## src/rtl/spi_adc_scanner_pkg.sv

```systemverilog
// Shared types and constants for the SPI ADC scanner: FSM encoding,
// MCP320x-style command framing and the frame-length helper.
package spi_adc_scanner_pkg;

  // Command field: start bit, single-ended bit, 3-bit channel number.
  localparam int CMD_BITS  = 5;
  // One null bit precedes the data on MISO.
  localparam int NULL_BITS = 1;
  // Channel field width on the wire and on the result stream.
  localparam int CH_W      = 3;

  typedef enum logic [2:0] {
    ST_IDLE     = 3'd0,
    ST_CS_SETUP = 3'd1,
    ST_SHIFT    = 3'd2,
    ST_CS_HOLD  = 3'd3,
    ST_OUT      = 3'd4,
    ST_GAP      = 3'd5
  } state_t;

  // SCK periods per conversion frame.
  function automatic int frame_len(input int data_w);
    return CMD_BITS + NULL_BITS + data_w;
  endfunction

  // MOSI bit for a given bit slot of the frame: 1, 1, ch[2:0], then zeros.
  function automatic logic cmd_bit(input int idx, input logic [CH_W-1:0] ch);
    logic b;
    case (idx)
      0, 1:    b = 1'b1;
      2:       b = ch[2];
      3:       b = ch[1];
      4:       b = ch[0];
      default: b = 1'b0;
    endcase
    return b;
  endfunction

endpackage

```

## src/rtl/spi_adc_scanner_if.sv

```systemverilog
// SPI pins and result stream of the scanner, bundled for port connection.
//
// Result stream handshake: a transfer happens on a clk edge where
// o_valid & i_ready are both high; while o_valid & !i_ready, o_data and
// o_ch hold their values and o_valid never drops without a transfer.
interface spi_adc_scanner_if
  import spi_adc_scanner_pkg::*;
#(
  parameter int DATA_W = 12
);
  logic              sck;
  logic              mosi;
  logic              cs_n;
  logic              miso;
  logic [DATA_W-1:0] o_data;
  logic [CH_W-1:0]   o_ch;
  logic              o_valid;
  logic              i_ready;

  // Scanner side: drives the SPI pins and the result stream.
  modport master (
    output sck, mosi, cs_n, o_data, o_ch, o_valid,
    input  miso, i_ready
  );

  // ADC / consumer side.
  modport slave (
    input  sck, mosi, cs_n, o_data, o_ch, o_valid,
    output miso, i_ready
  );
endinterface

```

## src/rtl/spi_adc_scanner_tick_gen.sv

```systemverilog
// Free-running divider: one-cycle tick every CLK_DIV clk cycles.
// Each tick marks an SCK half-period boundary.
module spi_tick_gen
  import spi_adc_scanner_pkg::*;
#(
  parameter int CLK_DIV = 2
) (
  input  logic clk,
  input  logic rst_n,
  output logic tick
);
  localparam int            CW   = (CLK_DIV > 1) ? $clog2(CLK_DIV) : 1;
  localparam logic [CW-1:0] LAST = CW'(CLK_DIV - 1);

  logic [CW-1:0] cnt;

  // Count 0..CLK_DIV-1 and wrap.
  always_ff @(posedge clk) begin
    if (!rst_n) begin
      cnt <= '0;
    end else if (cnt == LAST) begin
      cnt <= '0;
    end else begin
      cnt <= cnt + CW'(1);
    end
  end

  assign tick = (cnt == LAST);

endmodule

```

## src/rtl/spi_adc_scanner.sv

```systemverilog
// Round-robin multi-channel SPI ADC front end (MCP320x-style framing).
// Scans N_CH channels, returns each result with its channel tag on a
// valid/ready stream and keeps one over-threshold flag per channel.
module spi_adc_scanner
  import spi_adc_scanner_pkg::*;
#(
  parameter int DATA_W  = 12,
  parameter int N_CH    = 4,
  parameter int CLK_DIV = 2,
  parameter int THRESH  = 2048
) (
  input  logic              clk,
  input  logic              rst_n,
  input  logic              ena,
  input  logic              i_mode,
  input  logic              i_start,
  spi_adc_scanner_if.master bus,
  output logic [N_CH-1:0]   o_over,
  output logic              o_busy,
  output state_t            fsm_state
);
  localparam int          FRAME    = frame_len(DATA_W);
  localparam int          RC_W     = $clog2(FRAME + 1);
  localparam logic [31:0] THRESH_L = THRESH;

  logic              tick;
  state_t            state;
  logic [RC_W-1:0]   rise_cnt;    // SCK rising edges issued in this frame
  logic              gap_cnt;     // first/second half-period of GAP
  logic [CH_W-1:0]   ptr;         // channel of the current/next frame
  logic [DATA_W-1:0] shreg;       // last DATA_W MISO samples
  logic              start_pend;  // single-shot trigger seen while idle

  spi_tick_gen #(.CLK_DIV(CLK_DIV)) u_tick (
    .clk   (clk),
    .rst_n (rst_n),
    .tick  (tick)
  );

  // Frame sequencer, SPI pin drivers, capture shifter and output register.
  always_ff @(posedge clk) begin
    if (!rst_n) begin
      state       <= ST_IDLE;
      rise_cnt    <= '0;
      gap_cnt     <= 1'b0;
      ptr         <= '0;
      shreg       <= '0;
      start_pend  <= 1'b0;
      bus.cs_n    <= 1'b1;
      bus.sck     <= 1'b0;
      bus.mosi    <= 1'b0;
      bus.o_data  <= '0;
      bus.o_ch    <= '0;
      bus.o_valid <= 1'b0;
      o_over      <= '0;
    end else begin
      case (state)
        ST_IDLE: begin
          if (ena && i_start) begin
            start_pend <= 1'b1;
          end
          if (tick && ena && (i_mode || start_pend || i_start)) begin
            state      <= ST_CS_SETUP;
            start_pend <= 1'b0;
            bus.cs_n   <= 1'b0;
            bus.mosi   <= cmd_bit(0, ptr);
          end
        end

        ST_CS_SETUP: begin
          if (tick) begin
            state    <= ST_SHIFT;
            bus.sck  <= 1'b1;
            rise_cnt <= RC_W'(1);
            shreg    <= {shreg[DATA_W-2:0], bus.miso};
          end
        end

        ST_SHIFT: begin
          if (tick) begin
            if (bus.sck) begin
              // Falling edge: present the next command bit.
              bus.sck  <= 1'b0;
              bus.mosi <= cmd_bit(int'(rise_cnt), ptr);
            end else if (rise_cnt == RC_W'(FRAME)) begin
              state <= ST_CS_HOLD;
            end else begin
              // Rising edge: sample MISO; older bits fall off the top.
              bus.sck  <= 1'b1;
              rise_cnt <= rise_cnt + RC_W'(1);
              shreg    <= {shreg[DATA_W-2:0], bus.miso};
            end
          end
        end

        ST_CS_HOLD: begin
          if (tick) begin
            state    <= ST_OUT;
            bus.cs_n <= 1'b1;
          end
        end

        ST_OUT: begin
          // o_valid is low only on the entry cycle, since accepting a
          // result leaves this state in the same edge.
          if (!bus.o_valid) begin
            bus.o_data  <= shreg;
            bus.o_ch    <= ptr;
            bus.o_valid <= 1'b1;
            for (int i = 0; i < N_CH; i++) begin
              if (ptr == CH_W'(i)) begin
                o_over[i] <= (32'(shreg) >= THRESH_L);
              end
            end
          end else if (bus.i_ready) begin
            bus.o_valid <= 1'b0;
            ptr         <= (ptr == CH_W'(N_CH - 1)) ? '0 : ptr + CH_W'(1);
            state       <= ST_GAP;
            gap_cnt     <= 1'b0;
          end
        end

        ST_GAP: begin
          if (tick) begin
            if (!gap_cnt) begin
              gap_cnt <= 1'b1;
            end else if (ena && i_mode) begin
              state    <= ST_CS_SETUP;
              bus.cs_n <= 1'b0;
              bus.mosi <= cmd_bit(0, ptr);
            end else begin
              state <= ST_IDLE;
            end
          end
        end

        default: state <= ST_IDLE;
      endcase
    end
  end

  assign o_busy    = !bus.cs_n || bus.o_valid;
  assign fsm_state = state;

endmodule

```

## src/flat_wrapper.sv

```systemverilog
// flat-port wrapper written by rule: the top's interface ports become plain ports
module spi_adc_scanner_flat import spi_adc_scanner_pkg::*;
#(
  parameter int DATA_W  = 12,
  parameter int N_CH    = 4,
  parameter int CLK_DIV = 2,
  parameter int THRESH  = 2048
)
  (clk, rst_n, ena, i_mode, i_start, o_over, o_busy, fsm_state, bus_sck, bus_mosi, bus_cs_n, bus_o_data, bus_o_ch, bus_o_valid, bus_miso, bus_i_ready);
  spi_adc_scanner_if #(.DATA_W(DATA_W)) bus_i ();
  input  logic clk;
  input  logic rst_n;
  input  logic ena;
  input  logic i_mode;
  input  logic i_start;
  output logic [N_CH-1:0] o_over;
  output logic o_busy;
  output state_t fsm_state;
  output wire logic [$bits(bus_i.sck)-1:0] bus_sck;
  output wire logic [$bits(bus_i.mosi)-1:0] bus_mosi;
  output wire logic [$bits(bus_i.cs_n)-1:0] bus_cs_n;
  output wire logic [$bits(bus_i.o_data)-1:0] bus_o_data;
  output wire logic [$bits(bus_i.o_ch)-1:0] bus_o_ch;
  output wire logic [$bits(bus_i.o_valid)-1:0] bus_o_valid;
  input wire logic [$bits(bus_i.miso)-1:0] bus_miso;
  input wire logic [$bits(bus_i.i_ready)-1:0] bus_i_ready;
  assign bus_sck = bus_i.sck;
  assign bus_mosi = bus_i.mosi;
  assign bus_cs_n = bus_i.cs_n;
  assign bus_o_data = bus_i.o_data;
  assign bus_o_ch = bus_i.o_ch;
  assign bus_o_valid = bus_i.o_valid;
  assign bus_i.miso = bus_miso;
  assign bus_i.i_ready = bus_i_ready;
  spi_adc_scanner #(.DATA_W(DATA_W), .N_CH(N_CH), .CLK_DIV(CLK_DIV), .THRESH(THRESH)) u_core (.clk(clk), .rst_n(rst_n), .ena(ena), .i_mode(i_mode), .i_start(i_start), .bus(bus_i), .o_over(o_over), .o_busy(o_busy), .fsm_state(fsm_state));
endmodule
```

## config.mk

```make
export PLATFORM = sky130hd
export DESIGN_NAME = spi_adc_scanner_flat
export DESIGN_NICKNAME = d
export VERILOG_FILES = /design/src/rtl/spi_adc_scanner_pkg.sv /design/src/rtl/spi_adc_scanner_if.sv /design/src/rtl/spi_adc_scanner_tick_gen.sv /design/src/rtl/spi_adc_scanner.sv /design/src/flat_wrapper.sv
export SDC_FILE = /design/constraint.sdc
export NUM_CORES = 1
export LEC_CHECK = 0
export ABC_AREA = 0
export CAP_MARGIN = 15
export CELL_PAD_IN_SITES_DETAIL_PLACEMENT = 0
export CELL_PAD_IN_SITES_GLOBAL_PLACEMENT = 1
export CORE_UTILIZATION = 36
export CTS_BUF_LIST = sky130_fd_sc_hd__clkbuf_16
export DETAILED_ROUTE_END_ITERATION = 10
export MAX_ROUTING_LAYER = met4
export PLACE_DENSITY = 0.75
export SLEW_MARGIN = 25
export SYNTH_ARGS = -nofsm -noshare
export SYNTH_HDL_FRONTEND = slang
export SYNTH_SLANG_ARGS = --single-unit
export TNS_END_PERCENT = 1
```

## constraint.sdc

```tcl
create_clock -name clk -period 1.5 [get_ports clk]
set_input_delay 0.225 -clock clk [delete_from_list [all_inputs] [get_ports clk]]
set_output_delay 0.225 -clock clk [all_outputs]
set_load 0.1 [all_outputs]
```

==> After elaboration in Yosys (flattened, before gate mapping) <==
Cells that the tools add are included.
{ "totals": {"elab_cells": 128, "regBits": 49, "input_bits": 7, "out_inout_bits": 27} }
{ "op_classes": {"bitwise_logic": 2, "add_sub_neg": 3, "n_reduce_logical": 31, "n_mux": 48, "magnitude_cmp": 1, "eq_ne": 26} }
{ "op_table": {"columns": ["op", "n"], "rows": [
  ["$mux 12", 4],
  ["$mux 3", 11],
  ["$pmux 12 s2", 1],
  ["$mux 1", 21],
  ["$mux 5", 4],
  ["$pmux 3 s6", 1],
  ["$reduce_and 3->1", 6],
  ["$ne 2x2->1 const B", 7],
  ["$eq 3x2->1 const B", 4],
  ["$ge 12x12->1 const B", 1],
  ["$ne 2x1->1 const B", 6],
  ["$eq 5x2->1 const B", 2],
  ["$pmux 5 s2", 1],
  ["$reduce_and 10->1", 1],
  ["$reduce_and 7->1", 1],
  ["$eq 3x1->1 const B", 2],
  ["$eq 3x3->1 const B", 2],
  ["$logic_not 3->1", 2],
  ["$pmux 1 s3", 2],
  ["$reduce_and 6->1", 1],
  ["$reduce_bool 2->1", 3],
  ["$reduce_bool 3->1", 2],
  ["$add 5x1->5 const B", 1],
  ["$eq 5x1->1 const B", 1],
  ["15 further kinds", 24]
]} }

==> Longest topological paths before layout <==
Gate-level depths: netlist (run 1).
{ "logic_depth": {"depth_word": 6, "depth_mapped": 7, "mapped_depth_nobuf": 6} }

==> By module <==
A second synthesis (run 1) with hierarchy kept.
{ "hier_totals": {"cells_unflattened": 255, "hier_area_um2": 2263.4} }
{ "modules_own_cells": {"columns": ["mod", "n_inst", "cells_per_inst", "seq_area_each_um2", "area_each_um2"], "rows": [
  ["spi_adc_scanner", 1, 253, 960.9, 2229.6],
  ["spi_tick_gen", 1, 2, 20.0, 33.8]
]} }

==> Least setup slack after synthesis (run 1) <==
OpenSTA, ideal clock, no wires.
{ "synth_timing": {"path_type": "reg-to-reg", "start": "register u_core.state[0] (netlist: u_core.fsm_state[0])", "end": "register u_core.rise_cnt[3]", "path_slack_ns": -0.733, "required_time_ns": 1.380, "t_arrival_ns": 2.113, "path_stages_with_launch": 7, "period_less_slack_ns": 2.233, "path_buffers": 2, "setup_time_ns": 0.120, "cell_sequence": "dfxtp_1 -> buf_2 -> clkbuf_1 -> nor4bb_1 -> nor2_1 -> nand2_1 -> mux2i_1"} }
{ "synth_via": {"elab_chain_cells": 3, "word_cells_on_any_way": 9, "classes_between": "6 x eq/ne; 1 x mux; 2 x reduce/logical"} }
{ "synth_lines": {"columns": ["item", "line_no", "text"], "rows": [
  ["start, declared", "spi_adc_scanner.sv:27", "state_t state;"],
  ["start signal, assigned", "spi_adc_scanner.sv:43", "state <= ST_IDLE;"],
  ["start signal, assigned", "spi_adc_scanner.sv:63", "state <= ST_CS_SETUP;"],
  ["start signal, assigned", "spi_adc_scanner.sv:72", "state <= ST_SHIFT;"],
  ["$eq 3x2->1 / $eq 3x1->1 (equally long branches)", "spi_adc_scanner.sv:57", "case (state)"],
  ["$ne 2x2->1 (no line) / $reduce_bool 2->1 (equally long branches)", null, null],
  ["$reduce_and 5->1 (no line)", null, null],
  ["end signal, assigned", "spi_adc_scanner.sv:90", "rise_cnt <= rise_cnt + RC_W'(1);"],
  ["end, declared", "spi_adc_scanner.sv:28", "logic [RC_W-1:0] rise_cnt;"]
]} }
Parallel ways exist; a longest one is shown, timed or not.
A chain may end at the register's enable or synchronous reset.

==> Final worst setup path (run 1) <==
{ "layout_timing": {"start": "register u_core.state[1] (netlist: u_core.fsm_state[1])", "end": "register u_core.ptr[0]"} }
{ "layout_via": {"elab_chain_cells": 2} }
{ "layout_lines": {"columns": ["item", "line_no", "text"], "rows": [
  ["$eq 3x3->1", "spi_adc_scanner.sv:57", null],
  ["$reduce_and 3->1 (no line)", null, null],
  ["end signal, assigned", "spi_adc_scanner.sv:117", "ptr <= (ptr == CH_W'(N_CH - 1)) ? '0 : ptr + CH_W'(1);"],
  ["end, declared", "spi_adc_scanner.sv:30", "logic [CH_W-1:0] ptr;"]
]} }
No other way between the ends.

==> results of run 1 <==
state kept, by name, indices dropped and copies added (netlist names):
name,cells
u_core.bus.o_ch,3
u_core.bus.sck,1
u_core.fsm_state,3
u_core.shreg,12
u_core.o_over,4
u_core.gap_cnt,1
u_core.bus.o_valid,1
u_core.bus.mosi,1
u_core.rise_cnt,5
u_core.bus.cs_n,1
u_core.u_tick.tick,1
u_core.ptr,3
u_core.start_pend,1
u_core.bus.o_data,12
per-stage QoR:
| step | setup WS, ns | setup TNS (ns) | std cells | hold WS (ns) | cell area, um^2 |
|---|---|---|---|---|---|
| 2_1_floorplan | -0.264 | -6.70 | 253 | 0.364 | 2200 |
| 3_3_place_gp | -0.195 | -1.19 | 370 | 0.444 | 3060 |
| 3_5_place_dp | -0.169 | -1.85 | 370 | 0.447 | 3060 |
| 4_1_cts | 0.00847 | 0 | 381 | 0.456 | 3250 |
| 5_1_grt | -0.0172 | -0.0800 | 382 | 0.482 | 3310 |
| 6_report | 0.0463 | 0 | 382 | 0.456 | 3310 |
layer usage:
metal  part of all wire, %  track usage (%)  up-vias  wire length, um
li1                      -                -      973                -
met3                   2.3             3.09        7              112
met1                    50             22.0      886             2420
met5                     0                -        -                0
met4                   1.7             6.96        0               84
met2                    46             27.4       25             2260
how the worst min path moves through the flow:
stage / startpoint / endpoint / slack, ns / cells after the start
2_1_floorplan: bus_miso / u_core.shreg[0] / 0.36 / 2
3_3_place_gp: u_core.shreg[2] / u_core.bus.o_data[2] / 0.44 / 2
3_5_place_dp: u_core.shreg[3] / u_core.bus.o_data[3] / 0.45 / 2
4_1_cts: u_core.shreg[3] / u_core.bus.o_data[3] / 0.46 / 2
5_1_grt: u_core.shreg[7] / u_core.bus.o_data[7] / 0.48 / 2
6_report: u_core.shreg[3] / u_core.bus.o_data[3] / 0.46 / 2
power by group through the flow:
stage               registers (mW)  logic [mW]  clock network [mW]
CTS                           1.35       0.398                1.12
global placement              1.38       0.390                   0
finish                        1.35       0.407                1.11
global route                  1.36       0.430                1.17
floorplan                     1.45       0.170                   0
detailed placement            1.38       0.390                   0
critical path, stage by stage (launching register included):
cell and delay, ns:
sky130_fd_sc_hd__dfxtp_4 0.38, sky130_fd_sc_hd__nand2b_1 0.18, sky130_fd_sc_hd__or3_1 0.37, sky130_fd_sc_hd__or3_1 0.35, sky130_fd_sc_hd__a21oi_1 0.12
layout by cell type (no fill, tap or decap), types with 2 or more instances in the layout:
cell type                         instances
sky130_fd_sc_hd__a31oi_1                  2
sky130_fd_sc_hd__nand2b_1                 2
sky130_fd_sc_hd__clkdlybuf4s50_1          6
sky130_fd_sc_hd__buf_12                  30
sky130_fd_sc_hd__nor3_1                   4
sky130_fd_sc_hd__nand2_1                 71
sky130_fd_sc_hd__mux2i_1                 20
sky130_fd_sc_hd__dfxtp_4                  4
sky130_fd_sc_hd__nor2_1                   8
sky130_fd_sc_hd__clkbuf_16                5
sky130_fd_sc_hd__a21oi_1                 24
sky130_fd_sc_hd__and3_1                   2
sky130_fd_sc_hd__dfxtp_2                  5
sky130_fd_sc_hd__buf_4                   27
sky130_fd_sc_hd__nor2b_1                  3
sky130_fd_sc_hd__nand3_1                  7
sky130_fd_sc_hd__inv_1                    5
sky130_fd_sc_hd__dfxtp_1                 40
sky130_fd_sc_hd__ha_1                     7
sky130_fd_sc_hd__or3_1                    5
kinds of logic (layout without fill, tap and decap cells):
| family | Yosys count | count (layout) | share of synthesized area (%) |
|---|---|---|---|
| compound gates | 39 | 39 | 10.7 |
| xor+xnor | 2 | 2 | 0.802 |
| fa+ha+maj | 8 | 8 | 4.58 |
| buf+inv | 20 | 76 | 4.07 |
| flops | 49 | 49 | 44.9 |
| mux | 20 | 20 | 9.17 |
| simple gates | 115 | 116 | 25.8 |
timing repair:
| action | CTS | global route |
|---|---|---|
| resized for setup | 8 | 11 |
| cloned | 1 | 0 |
| setup buffers | 2 | 1 |
| setup endpoints to repair | 19 | 22 |
| pin swaps | 4 | 3 |
cell type report:
class | count | area [um^2] | share of cell area [%]
tap | 72 | 90.1 | 2.72
multi-input combinational | 185 | 1190 | 36.1
clock inverter | 3 | 17.5 | 0.529
clock buffer | 5 | 125 | 3.78
sequential | 49 | 1000 | 30.3
inverter | 5 | 18.8 | 0.567
timing repair buffer | 63 | 863 | 26.1
==> impl_metrics.json, run 1 <==
{
  "outcome": "complete, no violations",
  "cts-buffers-inserted": 5,
  "detail_route.vias_per_cell": 4.95,
  "worst_skew_pair_latency_ns": 0.29,
  "grt_first_pass_wirelength_um": 8360,
  "critical_path_peak_fanout": 9,
  "core-area_mm2": 0.00568,
  "power_frac_comb_pct": 14.2,
  "ctsRootBufferMaster": "sky130_fd_sc_hd__clkbuf_16",
  "worstPathRequired_ns": 1.72,
  "reg2reg_setup_slack_ns": 0.05,
  "cts_num_sinks": 49,
  "synth_top_area_share_pct": 44.9,
  "gp_congestion": 0.839,
  "slew_headroom_pct": 75.0,
  "crit_type": "reg -> reg",
  "detailedRoute.firstIterationViolations": 79,
  "synth-async-reset-ratio_pct": 0,
  "cells_on_worst_reg2reg_path": 4,
  "p_clk_share_pct": 38.7,
  "crit_path_end_kind": "flop",
  "route.vias.total": 1891,
  "yosys_warnings": 0,
  "synth.top_cells.by_area": "sky130_fd_sc_hd__dfxtp_1 45%, sky130_fd_sc_hd__nand2_1 12%, sky130_fd_sc_hd__mux2i_1 9.2%, sky130_fd_sc_hd__a21oi_1 5.5%, sky130_fd_sc_hd__ha_1 4.6%",
  "grt_util_all_layers_pct": 17.4,
  "syn-mean-instance-area_um2": 8.63,
  "layout-drive-gt1-share_pct": 28.7,
  "worst_pin_slew_ns": 0.375,
  "finalWirelength_um": 4880,
  "routed_wire_length_per_instance_um": 12.8,
  "switching_share_pct": 26.5,
  "worst_hold_path_type": "reg -> reg",
  "tritoncts": "done",
  "post-route-period-util_pct": 96.9,
  "startpoint_type_of_the_worst_setup_path": "flop",
  "place.port_buffers": 33,
  "total_power_mw": 2.87,
  "ys_seq_elements": 49,
  "post_cts_hold_buffer_count": 0,
  "top_level_ports": 34,
  "mappedNetlistNets": 268,
  "timing_max_transition_violations_final": 0,
  "period_needed_ns": 1.45,
  "clockBufferDepth": 2,
  "reg2reg_to": "u_core.ptr[0]",
  "grt_max_degree": 25,
  "globalRouteOverflowTotal": 0,
  "layout.nets": 324,
  "reg2reg_from": "u_core.fsm_state[1]",
  "netlist_instances": 253,
  "dp.final_hpwl_um": 3480,
  "power_density_over_the_cells_mw_per_mm2": 867,
  "synth.cells.most_frequent": "71 x sky130_fd_sc_hd__nand2_1, 49 x sky130_fd_sc_hd__dfxtp_1, 24 x sky130_fd_sc_hd__a21oi_1, 20 x sky130_fd_sc_hd__mux2i_1, 10 x sky130_fd_sc_hd__clkbuf_1",
  "die_width_um": 79.9,
  "seq_area_frac_synth_pct": 44.9,
  "std_cell_rows": 27,
  "drv.max_cap_violation_count": 0,
  "rsz0062_at_grt": "yes",
  "seqPwrFrac_pct": 47.1,
  "clk_pin_slew_worst_paths_ns": 0.07,
  "ant_cells": 0,
  "vdd.ir_drop.worst_uv": 475,
  "ys_types": 43,
  "dieArea_mm2": 0.00638,
  "worst-endpoint-arrival_ns": 1.68,
  "number_of_global_route_vias_before_repair": 1789,
  "fin_util_pct": 58.3,
  "switchingPower_uw": 761,
  "flow.area_growth_from_synthesis_pct": 51.6,
  "cellLeakagePower_nw": 1.35,
  "cell_type_with_the_largest_total_area_after_synthesis": "sky130_fd_sc_hd__dfxtp_1",
  "top_achievable_clock_speed_ghz": 0.688,
  "fillers": 506,
  "internal-power_mw": 2.11,
  "post-synth-top-count-cell": "sky130_fd_sc_hd__nand2_1",
  "htree_num_levels": 2,
  "drcViolationCount": 0,
  "antenna_left": 0,
  "setup_violations": 0,
  "die_h_um": 79.9,
  "timing.critical_path.to": "u_core.ptr[0]",
  "synth-main-ff-cell": "sky130_fd_sc_hd__dfxtp_1",
  "initial_core_util_pct": 38.5,
  "final_hold_viol_count": 0,
  "synth-edff-count": 0,
  "initial_antenna_violation_count": 0,
  "syn-cell-area_mm2": 0.00218,
  "first_pass_iters": 4,
  "cp-startpoint": "u_core.fsm_state[1]",
  "fin_worst_skew_ns": 0.00559
}
No activity file was read; power rests on OpenSTA's default activity.
==> run 2: changes to the inputs <==
--- a/config.mk
+++ b/config.mk
@@ -13,7 +13,8 @@
 export CTS_BUF_LIST = sky130_fd_sc_hd__clkbuf_16
 export DETAILED_ROUTE_END_ITERATION = 10
 export MAX_ROUTING_LAYER = met4
-export PLACE_DENSITY = 0.75
+export PLACE_DENSITY_LB_ADDON = 0.1
+export REMOVE_ABC_BUFFERS = 1
 export SLEW_MARGIN = 25
 export SYNTH_ARGS = -nofsm -noshare
 export SYNTH_HDL_FRONTEND = slang
==> impl_metrics.json, run 2 (synthesized netlist as in run 1, its figures left out) <==
{
  "final_cell_count_no_fill": 394,
  "fillers": 487,
  "cp.depth": 7,
  "ctsRootBufferMaster": "sky130_fd_sc_hd__clkbuf_16",
  "globalRouteOverflowTotal": 0,
  "fin_tns_setup_ns": 0,
  "ant_cells": 0,
  "setup_violations": 0,
  "cts_num_sinks": 49,
  "worst-endpoint-arrival_ns": 1.67,
  "grtUsageMet3_pct": 3.09,
  "place.port_buffers": 33,
  "worst_skew_pair_latency_ns": 0.28,
  "vdd.ir_drop.worst_uv": 718,
  "post-route-worst-setup-slack_ns": 0.0462,
  "min_path_cells": 2,
  "grt_util_all_layers_pct": 17.3,
  "layout-drive-gt1-share_pct": 29.2,
  "met2_usage_pct": 28.2,
  "die_width_um": 79.9,
  "critical-path-top-delay-family": "compound AO/OA/AOI/OAI gates",
  "grt_max_degree": 18,
  "worst-path-buf-inv": 2,
  "global_route.usage.met1_pct": 22.2,
  "slew_headroom_pct": 78.2,
  "seqCellArea_um2": 988,
  "top_level_ports": 34,
  "place_worst_setup_slack_ns": -0.110,
  "critical_path_peak_fanout": 4,
  "most_common_library_cell_in_the_layout_ignoring_fill_and_taps": "sky130_fd_sc_hd__nand2_1",
  "cellLeakagePower_nw": 1.42,
  "switching_share_pct": 23.5,
  "layout.nets": 336,
  "final_hold_viol_count": 0,
  "clockBufferDepth": 2,
  "gp_congestion": 0.844,
  "drcViolationCount": 0,
  "core-area_mm2": 0.00568,
  "tritoncts": "done",
  "fin_util_pct": 60.1,
  "worst_hold_slack_ns": 0.454,
  "dp.final_hpwl_um": 3680,
  "power_frac_comb_pct": 13.1,
  "total_power_mw": 3.22,
  "grt_most_used_layer": "met2",
  "startpoint_type_of_the_worst_setup_path": "flop",
  "route.vias.total": 1968,
  "period_needed_ns": 1.45,
  "initial_core_util_pct": 38.5,
  "crit_type": "reg -> reg",
  "layout_top_registers": "u_core.bus.o_data: 12 flops, u_core.shreg: 12 flops, u_core.rise_cnt: 5 flops",
  "most-common-layout-cells": "71 x sky130_fd_sc_hd__nand2_1, 45 x sky130_fd_sc_hd__dfxtp_1, 40 x sky130_fd_sc_hd__buf_4, 28 x sky130_fd_sc_hd__buf_12, 24 x sky130_fd_sc_hd__a21oi_1",
  "top_achievable_clock_speed_ghz": 0.688,
  "first_pass_iters": 4,
  "std_cell_rows": 27,
  "worst_hold_path_type": "reg -> reg",
  "post_cts_hold_buffer_count": 0,
  "cells_on_worst_reg2reg_path": 7,
  "worstPathRequired_ns": 1.72,
  "placed_area_mm2": 0.00311,
  "multi_input_comb_area_mm2": 0.00119,
  "flow.area_growth_from_synthesis_pct": 56.2,
  "fin_worst_skew_ns": 0.00479,
  "dieArea_mm2": 0.00638,
  "detail_route.vias_per_cell": 4.99,
  "die_h_um": 79.9,
  "seqPwrFrac_pct": 41.9,
  "finalWirelength_um": 5120,
  "switchingPower_uw": 757,
  "worst_pin_slew_ns": 0.323,
  "crit_path_end_kind": "flop",
  "p_clk_share_pct": 45.0,
  "post-route-cell-area_mm2": 0.00341,
  "timing_max_transition_violations_final": 0,
  "crit_path_cell_trace": "inv_2 > ha_4 > nor4bb_4 > o21ai_4 > buf_6 > a41o_1 > a21oi_1",
  "power_density_over_the_cells_mw_per_mm2": 946,
  "htree_num_levels": 2,
  "clk_pin_slew_worst_paths_ns": 0.07,
  "number_of_global_route_vias_before_repair": 1806,
  "post-route-period-util_pct": 96.9,
  "drv.max_cap_violation_count": 0,
  "detailedRoute.firstIterationViolations": 97,
  "antenna_left": 0,
  "grt_first_pass_wirelength_um": 8360,
  "outcome": "complete, no violations",
  "rsz0062_at_grt": "yes",
  "post-place-cells": 382,
  "cts-buffers-inserted": 5,
  "routed_wire_length_per_instance_um": 13.0,
  "worst_path_largest_cell_delay_ns": 0.32,
  "internal-power_mw": 2.47,
  "initial_antenna_violation_count": 0,
  "slowest_library_cell_on_the_worst_path": "sky130_fd_sc_hd__dfxtp_1"
}
-- run 2: final cells by class --
type	instances	share of cell area [%]
inverter	5	0.550
clock buffer	5	3.67
tap	72	2.64
multi-input combinational	185	34.8
sequential	49	29.0
clock inverter	3	2.02
timing repair buffer	75	27.3
-- run 2: power groups by stage --
| stage | Sequential (mW) | Combinational (mW) | Clock (mW) |
|---|---|---|---|
| final | 1.35 | 0.424 | 1.45 |
| after global routing | 1.35 | 0.450 | 1.55 |
| after CTS | 1.35 | 0.406 | 1.49 |
| after detailed placement | 1.38 | 0.402 | 0 |
| after global placement | 1.38 | 0.402 | 0 |
| after floorplan | 1.47 | 0.128 | 0 |
-- run 2: what timing repair did --
| item | 4_1_cts | 5_1_grt |
|---|---|---|
| pin swaps | 2 | 5 |
| resized for setup | 8 | 12 |
| endpoints found under the setup margin | 12 | 22 |
| setup buffers | 0 | 3 |
| gates cloned | 0 | 1 |
-- run 2: final timing paths --
check / from / to / slack [ns]
worst max-delay path: u_core.rise_cnt[0] / u_core.rise_cnt[0] / 0.05
worst min-delay path: u_core.shreg[10] / u_core.bus.o_data[10] / 0.45
worst max register to register: u_core.rise_cnt[0] / u_core.rise_cnt[0] / 0.05
worst min register to register: u_core.shreg[10] / u_core.bus.o_data[10] / 0.45
-- run 2: worst min-delay path, stage by stage (launching register included) --
cell and delay (ns):
sky130_fd_sc_hd__dfxtp_1 0.31, sky130_fd_sc_hd__nand2_1 0.05, sky130_fd_sc_hd__a21oi_1 0.05
-- run 2: routing by layer --
layer,vias to the layer above,wire (um)
li1,999,-
met1,927,2390
met2,40,2530
met3,2,170
met4,0,31
met5,-,0
